### src/rtl/align_shift_pipe.sv
// Pipelined right shifter for FP-add mantissa alignment: one shift level per register, produces guard/round/sticky.
// Latency clog2(WIDTH) cycles; a full output stalls every level together, so in_ready = ~(out_valid & ~out_ready).
module align_shift_pipe #(
    parameter int WIDTH   = 32,
    parameter int SHAMT_W = 8,
    parameter int TAG_W   = 4
) (
    input  logic               clk,
    input  logic               rst,
    input  logic               in_valid,
    output logic               in_ready,
    input  logic [WIDTH-1:0]   in_num,
    input  logic [SHAMT_W-1:0] in_shamt,
    input  logic               in_arith,
    input  logic [TAG_W-1:0]   in_tag,
    output logic               out_valid,
    input  logic               out_ready,
    output logic [WIDTH-1:0]   out_num,
    output logic               out_guard,
    output logic               out_round,
    output logic               out_sticky,
    output logic [TAG_W-1:0]   out_tag
);
    localparam int L = $clog2(WIDTH);
    localparam int D = WIDTH + 2;
    localparam logic [SHAMT_W-1:0] SH_W  = SHAMT_W'(WIDTH);
    localparam logic [SHAMT_W-1:0] SH_W1 = SHAMT_W'(WIDTH + 1);
    localparam logic [SHAMT_W-1:0] SH_W3 = SHAMT_W'(WIDTH + 3);

    // Data word is {fraction, guard, round}; returns {shifted word, updated sticky}.
    function automatic logic [D:0] shift_step(
        input logic [D-1:0] dat,
        input logic         stk,
        input logic         fill,
        input logic         en,
        input int           amt
    );
        logic [D-1:0] fill_mask;
        logic [D-1:0] lost_mask;
        fill_mask = fill ? ~({D{1'b1}} >> amt) : '0;
        lost_mask = ~({D{1'b1}} << amt);
        if (en) begin
            return {(dat >> amt) | fill_mask, stk | (|(dat & lost_mask))};
        end
        return {dat, stk};
    endfunction

    logic             vld_q  [L];
    logic [D-1:0]     dat_q  [L];
    logic             stk_q  [L];
    logic [TAG_W-1:0] tag_q  [L];
    // The last level needs neither the fill bit nor any shift bits.
    logic             fill_q [L-1];
    logic [L-1:0]     sh_q   [L-1];

    logic [D-1:0]     dat_d  [L];
    logic             stk_d  [L];
    logic             fill0;
    logic             sat0;
    logic [D:0]       step;
    logic             stall;

    assign stall    = vld_q[L-1] & ~out_ready;
    assign in_ready = ~stall;

    always_comb begin
        for (int k = 0; k < L; k++) begin
            dat_d[k] = '0;
            stk_d[k] = 1'b0;
        end
        fill0 = in_arith & in_num[WIDTH-1];
        sat0  = |in_shamt[SHAMT_W-1:L];
        step  = shift_step({in_num, 2'b00}, 1'b0, fill0, in_shamt[0], 1);
        dat_d[0] = step[D:1];
        stk_d[0] = step[0];
        // Shifts of WIDTH and WIDTH+1 still expose original bits in guard/round.
        if (sat0) begin
            if (in_shamt == SH_W) begin
                dat_d[0] = {{WIDTH{fill0}}, in_num[WIDTH-1:WIDTH-2]};
                stk_d[0] = |in_num[WIDTH-3:0];
            end else if (in_shamt == SH_W1) begin
                dat_d[0] = {{WIDTH{fill0}}, fill0, in_num[WIDTH-1]};
                stk_d[0] = |in_num[WIDTH-2:0];
            end else begin
                dat_d[0] = {D{fill0}};
                stk_d[0] = (|in_num) | (fill0 & (in_shamt >= SH_W3));
            end
        end
        for (int k = 1; k < L; k++) begin
            step     = shift_step(dat_q[k-1], stk_q[k-1], fill_q[k-1], sh_q[k-1][k], 1 << k);
            dat_d[k] = step[D:1];
            stk_d[k] = step[0];
        end
    end

    always_ff @(posedge clk) begin
        if (rst) begin
            for (int k = 0; k < L; k++) begin
                vld_q[k] <= 1'b0;
                dat_q[k] <= '0;
                stk_q[k] <= 1'b0;
                tag_q[k] <= '0;
            end
            for (int k = 0; k < L - 1; k++) begin
                fill_q[k] <= 1'b0;
                sh_q[k]   <= '0;
            end
        end else if (!stall) begin
            vld_q[0]  <= in_valid;
            dat_q[0]  <= dat_d[0];
            stk_q[0]  <= stk_d[0];
            tag_q[0]  <= in_tag;
            fill_q[0] <= fill0;
            sh_q[0]   <= sat0 ? '0 : in_shamt[L-1:0];
            for (int k = 1; k < L; k++) begin
                vld_q[k] <= vld_q[k-1];
                dat_q[k] <= dat_d[k];
                stk_q[k] <= stk_d[k];
                tag_q[k] <= tag_q[k-1];
            end
            for (int k = 1; k < L - 1; k++) begin
                fill_q[k] <= fill_q[k-1];
                sh_q[k]   <= sh_q[k-1];
            end
        end
    end

    assign out_valid  = vld_q[L-1];
    assign out_num    = dat_q[L-1][D-1:2];
    assign out_guard  = dat_q[L-1][1];
    assign out_round  = dat_q[L-1][0];
    assign out_sticky = stk_q[L-1];
    assign out_tag    = tag_q[L-1];
endmodule

### config.mk
export PLATFORM = sky130hd
export DESIGN_NAME = align_shift_pipe
export DESIGN_NICKNAME = d
export VERILOG_FILES = /design/src/rtl/align_shift_pipe.sv
export SDC_FILE = /design/constraint.sdc
export NUM_CORES = 1
export LEC_CHECK = 0
export ABC_CLOCK_PERIOD_IN_PS = 4600
export BUFFER_PORTS_ARGS = -buffer_cell sky130_fd_sc_hd__buf_2
export CAP_MARGIN = 20
export CELL_PAD_IN_SITES_DETAIL_PLACEMENT = 1
export CELL_PAD_IN_SITES_GLOBAL_PLACEMENT = 2
export CORE_ASPECT_RATIO = 0.7
export CORE_UTILIZATION = 42
export DETAILED_ROUTE_END_ITERATION = 6
export GPL_TIMING_DRIVEN = 1
export PLACE_DENSITY_LB_ADDON = 0.1
export SLEW_MARGIN = 0
export SYNTH_ARGS = -nofsm -noshare
export SYNTH_HDL_FRONTEND = slang
export SYNTH_SLANG_ARGS = --single-unit
export TNS_END_PERCENT = 1
### constraint.sdc
create_clock -name clk -period 4.6 [get_ports clk]
set_clock_uncertainty 0.2 [all_clocks]
set_input_delay 0.92 -clock clk [delete_from_list [all_inputs] [get_ports clk]]
set_output_delay 0.92 -clock clk [all_outputs]
set_load 0.01 [all_outputs]
==> run summary <==
Status: finished, final reports clean
Routed len/inst: 15.5 microns
Synth unique cells: 31
Mapped Cells: 728
Achievable frequency: 361 MHz
Num CTS Buffers: 22
Clk_lat worst skew: 500 ps
Post-placement cell count: 1,054
Worst Path Required: 4700 ps
DP HPWL: 12,000 microns
DRT antenna net count: 0
Commonest non-fill, non-tap cell in the layout: edfxtp_1
Initial antenna violation count: 0
PD cells: 381 mW/mm^2
Syn_nets: 777
Slew Limit Fails: 0
Placer Congestion: 0.750
Die ar.: 0.0238 sq mm
Tcrit/Tclk final: 0.603
Total GRT Usage: 0.144
Critical-path top delay cell: nor3_1
CTS tree: yes
Post-CTS Hold Buffers: 0
Non-Filler Instances: 1,093
Most frequent cells in the layout: edfxtp_1 (214), mux2i_1 (136), nor2_1 (111)
Synth warn: 0
Pre-antenna DRT Iters: 4
First-pass GRT wire length: 27,600 microns
Layout fillers: 2,328
Final setup fails: 0
Worst-path maximum fanout: 32
Pleak: 4.27 nW
Crit path max-delay family: simple AND/OR/NAND/NOR gates
Port bufs: 89
Critical Path AT: 2870 ps
Root buf cell: clkbuf_16
Top-area cell type share of the netlist area: 0.661
Post-synth top area cell: edfxtp_1
Die height: 129 microns
FF+latch count, synth: 214
CP peak stage delay: 690 ps
Crit end category: flip-flop
Avg Cell Area, Syn: 13.4 sq um
Post-Route Utilization: 0.481
Clk slew on worst S/H paths: 60 ps
Slew HR: 0.405
Sequential area share after synthesis: 0.661
First-iteration detailed-routing DRC count: 220
Core ar.: 0.0227 sq mm
CP Cell Sequence: buf_2 > nor3_1 > nand2_1 > o21ai_0
Synth area leaders: edfxtp_1 (66%), mux2i_1 (14%), nor2_1 (4.3%)
Vias in the first global route: 5,210
Die Width: 184 microns
Minimum clock period: 2770 ps
RSZ-0062 raised after global routing: no
Peak supply drop: 0.229 mV
DRC Markers: 0
Post-CTS resize count: 0
Largest net degree at the start of global routing: 80
Cell Rows: 46
Worst-Margin Slew: 892 ps
CP bufs+invs: 1
TritonCTS sink count: 214
Mapped cell area: 0.00972 sq mm
Critical Setup Path Class: in -> reg
GRT Residual Overflow: 0
Worst Hold Class: reg -> reg
H-tree Lvls: 1
Antenna Cells: 0
Post-route setup TNS: 0 ps
Clock Path Buffers: 3
Post-CTS Repair Setup Buffers: 0
Top-Level Pins: 90
Layout cell share with drive strength beyond 1: 0.177
Maxcap violations: 0
Initial Util: 0.429
Crit start category: primary input
Area growth syn-to-layout: 12.1%
Hold Vio Cnt, Final: 0
Vias: 5,186
Routed vias/inst: 4.74
Drt total wl: 17,000 microns
Fin nets: 815
-- through the flow --
step | instance area [sq um] | total power [W] | hold slack [ps] | setup slack, ps
3_3_place_gp | 10200 | 0.00248 | 301 | 1370
2_1_floorplan | 9720 | 0.00241 | 297 | 174
3_5_place_dp | 10200 | 0.00248 | 307 | 1320
5_1_grt | 10900 | 0.00429 | 338 | 1600
4_1_cts | 10900 | 0.00421 | 315 | 1850
6_report | 10900 | 0.00416 | 312 | 1830
-- power breakdown --
group          total, W  internal [W]  switching, W  leakage, nW
registers       0.00224       0.00221     0.0000344         2.60
logic          0.000196     0.0000816      0.000115         1.32
clock network   0.00172       0.00102      0.000703        0.354
total           0.00416       0.00330      0.000852         4.27
-- worst register-to-register path, cell delays in order (launching register included) --
cell,delay (ps)
edfxtp_1,370
nand2b_1,150
nand2b_4,550
or3_1,670
o21ai_0,270
-- Yosys cell counts --
cell type and instances:
a211oi_1 1, a211oi_2 1, a21oi_1 36, a311oi_1 1, and2_1 34, and3_1 3, and3_2 1, buf_1 9
buf_2 5, buf_4 36, clkbuf_1 33, edfxtp_1 214, inv_1 2, mux2i_1 136, nand2_1 8, nand2b_1 32
nand3_1 3, nand3b_1 1, nand4_1 3, nor2_1 111, nor2b_1 2, nor3_1 1, nor4_1 14, o21ai_0 33
o21bai_1 1, o32ai_1 1, or2_2 1, or3_1 1, or4_1 2, or4_4 1, or4b_4 1
-- metal layers --
layer	GRT usage	vias to the layer above	share of wire
li1	-	2696	-
met1	0.211	2357	0.52
met2	0.223	105	0.42
met3	0.0225	28	0.033
met4	0.0422	0	0.027
met5	0	-	0
-- worst paths after layout --
kind	start	end	slack [ps]	cells past startpoint
worst max-delay path	in_shamt[7]	dat_q[0][29]	1830	4
worst min-delay path	tag_q[0][0]	tag_q[0][4]	310	1
worst max register to register	vld_q[0][4]	dat_q[0][29]	2070	4
worst min register to register	tag_q[0][0]	tag_q[0][4]	310	1
-- final cells by class --
| cell class | count | area (sq um) | share of cell area |
|---|---|---|---|
| inverters | 2 | 7.51 | 0.000689 |
| well taps | 312 | 390 | 0.0358 |
| clock buffers | 25 | 583 | 0.0535 |
| repair buffers | 97 | 531 | 0.0487 |
| flip-flops and latches | 214 | 6430 | 0.589 |
| multi-input cells | 429 | 2850 | 0.261 |
| clock inverters | 14 | 116 | 0.0107 |
-- state kept, by name, indices dropped and copies added, names as in the netlist --
| signal | cells |
|---|---|
| sh_q | 10 |
| fill_q | 4 |
| stk_q | 5 |
| vld_q | 5 |
| dat_q | 170 |
| tag_q | 20 |
-- kinds of logic (layout without fill, tap and decap cells) --
kind of cell,after synthesis,after routing,synth area share
and+or+nand+nor,219,219,0.112
DFF,214,214,0.661
muxes,136,136,0.140
buffers and inverters,85,138,0.0474
AOI/OAI and AO/OA,74,74,0.0401
No activity file was read; power rests on OpenSTA's default activity.
